$ cat src/rtl/panda_pkg.sv
// Shared types and defaults for the iterative shifter.
package panda_pkg;

  typedef enum logic [1:0] {
    ShIdle,
    ShBusy,
    ShDone
  } shift_state_e;

  localparam int ShiftStrideDefault = 4;

endpackage

$ cat src/rtl/panda_shift_step.sv
// One iteration of the shifter: moves the value by 1 or Stride bits in the
// requested direction, filling vacated MSBs with fill_i on right shifts.
module panda_shift_step #(
  parameter int Width  = 32,
  parameter int Stride = 4
) (
  input  logic [Width-1:0] data_i,
  input  logic             left_i,
  input  logic             fill_i,
  input  logic             stride_i,
  output logic [Width-1:0] data_o
);

  localparam logic [Width-1:0] Ones    = '1;
  localparam logic [Width-1:0] FillBig = ~(Ones >> Stride);
  localparam logic [Width-1:0] FillOne = ~(Ones >> 1);

  always_comb begin
    data_o = data_i;
    if (left_i) begin
      data_o = stride_i ? (data_i << Stride) : (data_i << 1);
    end else begin
      data_o = stride_i ? (data_i >> Stride) : (data_i >> 1);
      if (fill_i) begin
        data_o = data_o | (stride_i ? FillBig : FillOne);
      end
    end
  end

endmodule

$ cat src/rtl/panda_shifter_iterative.sv
// Multi-cycle SLL/SRL/SRA: Stride bits per cycle while enough amount remains,
// then single bits. Valid/ready on both sides, kill aborts in-flight work.
module panda_shifter_iterative
  import panda_pkg::*;
#(
  parameter int Width       = 32,
  parameter int AmountWidth = $clog2(Width),
  parameter int Stride      = ShiftStrideDefault
) (
  input  logic                   clk_i,
  input  logic                   rst_i,
  input  logic                   valid_i,
  output logic                   ready_o,
  input  logic                   left_i,
  input  logic                   arithmetic_i,
  input  logic [Width-1:0]       operand_i,
  input  logic [AmountWidth-1:0] amount_i,
  input  logic                   kill_i,
  output logic                   valid_o,
  input  logic                   ready_i,
  output logic [Width-1:0]       result_o
);

  localparam logic [AmountWidth:0]   StrideAmt = (AmountWidth + 1)'(Stride);
  // Stride == Width never takes the stride path (remaining < Width), so the wrap is harmless
  localparam logic [AmountWidth-1:0] StrideLo  = AmountWidth'(Stride % Width);

  shift_state_e           r_state;
  logic [AmountWidth-1:0] r_remaining;
  logic [Width-1:0]       r_data;
  logic [Width-1:0]       r_result;
  logic                   r_left;
  logic                   r_fill;
  logic                   r_ready;
  logic                   r_valid;

  logic                   w_big;
  logic [AmountWidth-1:0] w_step;
  logic [AmountWidth-1:0] w_rem_next;
  logic [Width-1:0]       w_step_data;

  assign w_big      = ({1'b0, r_remaining} >= StrideAmt);
  assign w_step     = w_big ? StrideLo : AmountWidth'(1);
  assign w_rem_next = r_remaining - w_step;

  panda_shift_step #(
    .Width (Width),
    .Stride(Stride)
  ) u_step (
    .data_i  (r_data),
    .left_i  (r_left),
    .fill_i  (r_fill),
    .stride_i(w_big),
    .data_o  (w_step_data)
  );

  always_ff @(posedge clk_i or posedge rst_i) begin
    if (rst_i) begin
      r_state     <= ShIdle;
      r_remaining <= '0;
      r_data      <= '0;
      r_result    <= '0;
      r_left      <= 1'b0;
      r_fill      <= 1'b0;
      r_ready     <= 1'b1;
      r_valid     <= 1'b0;
    end else if (kill_i) begin
      // result register deliberately untouched so a flush does not disturb result_o
      r_state <= ShIdle;
      r_ready <= 1'b1;
      r_valid <= 1'b0;
    end else begin
      case (r_state)
        ShIdle: begin
          if (valid_i) begin
            r_data      <= operand_i;
            r_left      <= left_i;
            r_fill      <= arithmetic_i & ~left_i & operand_i[Width-1];
            r_remaining <= amount_i;
            r_ready     <= 1'b0;
            if (amount_i == '0) begin
              r_result <= operand_i;
              r_valid  <= 1'b1;
              r_state  <= ShDone;
            end else begin
              r_state <= ShBusy;
            end
          end
        end
        ShBusy: begin
          r_data      <= w_step_data;
          r_remaining <= w_rem_next;
          if (w_rem_next == '0) begin
            r_result <= w_step_data;
            r_valid  <= 1'b1;
            r_state  <= ShDone;
          end
        end
        ShDone: begin
          if (ready_i) begin
            r_valid <= 1'b0;
            r_ready <= 1'b1;
            r_state <= ShIdle;
          end
        end
        default: begin
          r_state <= ShIdle;
          r_ready <= 1'b1;
          r_valid <= 1'b0;
        end
      endcase
    end
  end

  assign ready_o  = r_ready;
  assign valid_o  = r_valid;
  assign result_o = r_result;

endmodule
$ cat config.mk
export PLATFORM = sky130hd
export DESIGN_NAME = panda_shifter_iterative
export DESIGN_NICKNAME = d
export VERILOG_FILES = /design/src/rtl/panda_pkg.sv /design/src/rtl/panda_shift_step.sv /design/src/rtl/panda_shifter_iterative.sv
export SDC_FILE = /design/constraint.sdc
export NUM_CORES = 1
export LEC_CHECK = 0
export CORE_MARGIN = 2
export CORE_UTILIZATION = 25
export CTS_CLUSTER_DIAMETER = 120
export CTS_CLUSTER_SIZE = 14
export DETAILED_ROUTE_END_ITERATION = 7
export PLACE_DENSITY = 0.51
export SLEW_MARGIN = 20
export SYNTH_ARGS = -nofsm -noshare
export SYNTH_HDL_FRONTEND = slang
export SYNTH_SLANG_ARGS = --single-unit
$ cat constraint.sdc
create_clock -name clk_i -period 5.1 [get_ports clk_i]
set_input_delay 1.02 -clock clk_i [delete_from_list [all_inputs] [get_ports clk_i]]
set_output_delay 1.02 -clock clk_i [all_outputs]
set_load 0.01 [all_outputs]
## Word-level counts from Yosys, hierarchy flattened

Index checks and enable logic that the tools add are counted.

| operators by class | value |
|---|---|
| order comparisons | 1 |
| muxes and demuxes | 30 |
| bitwise operators | 5 |
| reduce and logical (&&, ||, !) cells | 10 |
| $add $sub $neg | 1 |
| equality and inequality tests | 10 |

Operators with widths:

| operator | number |
|---|---|
| 2-to-1 mux 32 bit | 7 |
| case mux 32 bit (2 select lines) | 2 |
| 2-to-1 mux 31 bit | 2 |
| bitwise OR 31 x 32 -> 32 bit | 1 |
| != test 3 bit (second input constant) | 4 |
| AND reduction 3 bit | 4 |
| zero test 5 bit | 2 |
| 2-to-1 mux 2 bit | 5 |
| case mux 5 bit (2 select lines) | 1 |
| 2-to-1 mux 1 bit | 8 |
| != test 2 bit (second input constant) | 4 |
| case mux 1 bit (3 select lines) | 2 |
| case mux 2 bit (3 select lines) | 1 |
| >= comparator 5 x 3 -> 1 bit (second input constant) | 1 |
| 2-to-1 mux 5 bit | 1 |
| AND reduction 5 bit | 1 |
| subtractor 5 x 3 -> 5 bit | 1 |
| AND reduction 4 bit | 1 |
| 2-to-1 mux 3 bit | 1 |
| AND 1 bit | 2 |
| equality test 2 x 1 -> 1 bit (second input constant) | 1 |
| equality test 2 bit (second input constant) | 1 |
| zero test 2 bit | 1 |
| inverter 1 bit | 2 |
| nonzero test 2 bit | 1 |

| word-level totals | value |
|---|---|
| input bits | 44 |
| register bits after elaboration | 75 |
| logic and storage cells | 65 |
| output and inout port bits | 34 |

## Longest topological paths before layout

| depth | value |
|---|---|
| word-level depth | 7 |
| depth in mapped cells | 12 |
| gate-level depth less buffers | 8 |

## Cells and area by module

From an unflattened synthesis, not the netlist that was laid out.

| second synthesis, totals | value |
|---|---|
| cells, all modules | 360 |
| area, all modules | 4,195.3 µm² |

Modules (own cells, without submodules):

| module | instances | cells an instance | seq. area each (µm²) | area each (µm²) |
|---|---|---|---|---|
| panda_shifter_iterative | 1 | 313 | 1,878.1 | 3,402.0 |
| panda_shift_step | 1 | 47 | 0.0 | 793.3 |

## Worst setup path after synthesis

OpenSTA, ideal clock, no wires.

| path | value |
|---|---|
| kind | reg2reg |
| start | reg r_remaining[3] |
| end | reg r_result[12], in the netlist result_o[12] |
| arrival | 3,048 ps |
| library setup time | 127 ps |
| required time | 4,973 ps |
| cell stages (with the launch flop) | 13 |
| clock period less this slack | 3,176 ps |
| path slack | 1,924 ps |
| path buffers | 4 |
| cells stage by stage | dfrtp_1 -> or3_1 -> buf_4 -> clkinv_4 -> buf_4 -> buf_2 -> ha_1 -> nor2b_1 -> or4_1 -> a41oi_1 -> nand3b_4 -> buf_12 -> mux2_1 |

| on the way | value |
|---|---|
| longest elaborated chain between the ends | 7 |
| elaborated cells between the ends (all ways) | 13 |
| those cells by class | add/sub: 1; order compare: 1; eq/ne: 1; mux: 7; bitwise: 1; reduce/logical: 2 |

Ends and longest elaborated chain:

| item | line | text |
|---|---|---|
| start, declared | panda_shifter_iterative.sv:29 | `logic [AmountWidth-1:0] r_remaining;` |
| start signal, assigned | panda_shifter_iterative.sv:79 | `r_remaining <= amount_i;` |
| start signal, assigned | panda_shifter_iterative.sv:92 | `r_remaining <= w_rem_next;` |
| branches (longest 7 deep; another with >= comparator 5 x 3 -> 1 bit) | -- |  |
| end signal, assigned | panda_shifter_iterative.sv:82 | `r_result <= operand_i;` |
| end signal, assigned | panda_shifter_iterative.sv:94 | `r_result <= w_step_data;` |
| end, declared | panda_shifter_iterative.sv:31 | `logic [Width-1:0] r_result;` |

Several ways; the timed one is not identified. The select of a mux whose other input is x is not followed.
A chain may end at the register's enable or synchronous reset.

## Final worst setup path

| path | value |
|---|---|
| start | reg r_remaining[3] |
| end | reg r_result[17], in the netlist result_o[17] |

Same word-level chain as after synthesis.

==> reports/results.tsv <==
stage	metric	value	unit
run_status	status	finished clean	
synth	synth_top_cell_by_area	dfrtp_1	
floorplan	initial_core_util	25.4	%
clock_network	cts_resized	0	
floorplan	core	16500	sq um
placement	place_area	5100	sq um
route	routed_wl	11200	microns
synth	synth-edff-count	0	
cells_and_area	area_delta_synth_final	29.6	%
route	wl_met2	5130	microns
route	highest-signal-layer	met4	
synth	synthesis.area	4180	sq um
setup_path	start_kind	register	
synth	syn_avg_cell_area	10.4	sq um
synth	synth_seq_cells	75	
cells_and_area	nFillCells	1721	
power_and_ir_drop	ir_drop	171	uV
synth	synth.top_cells.by_count	dfrtp_1, nand2_1, mux2_2	
route	wl_met3	639	microns
clock_network	cts-root-buf	clkbuf_16	
timing	finalMaxSlewViolations	0	
clock_network	clk_path_buf_depth	2	
clock_network	path_clk_slew	0.06	ns
cells_and_area	stdcell_count	695	
floorplan	ioPinCount	78	
power_and_ir_drop	total_leakage_power	0.00233	uW
clock_network	hold_buffers	0	
route	via_count	3300	
synth	synth.distinct_cells	48	
placement	numPortBuffers	77	
cells_and_area	nNetsFinal	516	
global_routing	grt_pass1_wl	18100	microns
timing	setup_viol_count_final	0	
clock_network	insertion_delay	0.34	ns
placement	dp_hpwl	8070	microns
cells_and_area	fin_util	32.9	%
power_and_ir_drop	power.density	510	nW/um^2
cells_and_area	layout-drive-gt1-share	23.2	%
global_routing	grt_use_total	13.0	%
timing	finalCritPeriodShare	66.3	%
floorplan	dieArea	17800	sq um
route	drc	0	
clock_network	cts_tree	yes	
clock_network	numClockSinks	75	
floorplan	die_w	133	microns
timing	finalClockSkew	0.00827	ns
floorplan	rows	47	
floorplan	die_h	133	microns
synth	yosys-top-cells-area	dfrtp_1, mux2_2, mux2_4	
synth	syn_inst	402	
clock_network	post-cts-setup-buffers	0	
cells_and_area	n_antenna_cell	0	
route	drt-met1-wl	5280	microns
global_routing	overflow	0	
route	via_per_inst	4.75	
timing	slew_headroom	56.4	%
setup_path	path_class	reg2reg	
setup_path	worstSetupEndpointType	register	
timing	clock.fmax	0.296	GHz
setup_path	cp_max_fo	35	
timing	min_period	3.38	ns
clock_network	cts_buffers	9	
synth	yosys_warnings	0	
synth	synth_nets	448	
worst_hold_path	min_path_type	reg2reg	
synth	synth_seq_area_share	44.9	%
job	max-cap-violations	0	
timing	rsz0062_at_grt	no	
route	wl_per_cell	16.1	microns
synth	ys.flop_type	dfrtp_1	
route	drtIter0Drc	267	
route	ant_nets	0	
placement	dp.cells	679	
route	firstDrtPassIters	4	
global_routing	grt_max_degree	45	
timing	setup_tns	0	ns
cells_and_area	postLayoutCellArea	5420	sq um
synth	yosys.cell_count.top_type	dfrtp_1	
clock_network	cts_htree_levels	3	
global_routing	grt_pass1_vias	3427	
setup_path	crit_required	5.32	ns
setup_path	crit_arrival	3.60	ns
placement	gp_congestion	0.834	
timing	worst_pin_slew	0.637	ns
global_routing	antenna_found_initial	0	
synth	async_flop_share	100	%
synth	synth_top_cell_area_share	44.3	%
timing	hold_viol	0	
## power by group
part / internal (uW) / total (uW) / switching (uW)
clock: 427 / 685 / 257
combinational: 604 / 1070 / 462
sequential: 835 / 1010 / 178
## logic make-up (layout without fill, tap and decap cells)
family,count (synthesis),count (layout),synth area share (%)
adder cells (fa/ha/maj),2,2,0.599
XOR/XNOR,1,1,0.210
AO/OA/AOI/OAI,88,88,14.5
multiplexers,66,66,20.0
AND/OR/NAND/NOR,134,134,14.5
flip-flops,75,75,44.9
buffers and inverters,36,109,5.33
## cells in the final DEF (no fill, tap or decap), types with 8 or more instances in the layout
cell type        netlist  routed
nand3_1                8       8
clkbuf_16              0       9
nand2_1               65      65
clkdlybuf4s50_1        0      77
mux2_2                36      36
o21ai_0                9       9
dfrtp_1               74      74
a31o_2                18      18
buf_4                  6       8
a31oi_1               23      23
nor2_1                34      34
mux2_4                25      25
a21oi_1               16      16
## critical path, stage by stage, from the launching register on
cell and delay (ns):
dfrtp_1 0.45, or3_1 0.36, buf_4 0.26, clkinv_4 0.08
ha_1 0.27, nor2b_1 0.18, or4_1 0.46, a41oi_1 0.22
nand3b_4 0.57, mux2_2 0.40
## sequential cells by signal, summed over array words and instances (netlist names)
signal	cells
result_o	32
r_data	32
r_remaining	5
r_left	1
r_state	2
ready_o	1
r_fill	1
valid_o	1
## through the flow
stage | total power, uW | hold WS, ns | setup slack (ns)
2_1_floorplan | 1630 | 0.483 | 1.92
3_3_place_gp | 2080 | 0.472 | 1.73
3_5_place_dp | 2090 | 0.492 | 1.72
4_1_cts | 2790 | 0.504 | 1.70
5_1_grt | 2930 | 0.526 | 1.50
6_report | 2760 | 0.494 | 1.72
## final cells by class
class / count / area (sq um) / area share (%)
repair buffers: 85 / 831 / 15.3
flip-flops and latches: 75 / 1880 / 34.7
inverters: 8 / 35.0 / 0.647
multi-input cells: 291 / 2080 / 38.4
clock inverters: 7 / 92.6 / 1.71
well taps: 220 / 275 / 5.08
clock buffers: 9 / 225 / 4.16
## worst paths after layout
check	start	to	slack, ns	depth (start not counted)
worst min register to register	ready_o$_DFFE_PP1P_	ready_o$_DFFE_PP1P_	0.49	2
worst max register to register	r_remaining[3]$_DFFE_PP0P_	result_o[17]$_DFFE_PP0P_	1.72	9
min in group asynchronous	rst_i	result_o[0]$_DFFE_PP0P_	1.11	2
worst min-delay path	ready_o$_DFFE_PP1P_	ready_o$_DFFE_PP1P_	0.49	2
max in group asynchronous	rst_i	r_remaining[2]$_DFFE_PP0P_	3.20	3
worst max-delay path	r_remaining[3]$_DFFE_PP0P_	result_o[17]$_DFFE_PP0P_	1.72	9
## metal layers
metal / vias to the layer above / global-route usage (%)
met5: - / 0
met4: 0 / 4.43
met3: 15 / 3.39
met2: 111 / 20.4
met1: 1584 / 17.5
li1: 1590 / -
Note: power is estimated with default switching activity, not from simulation.
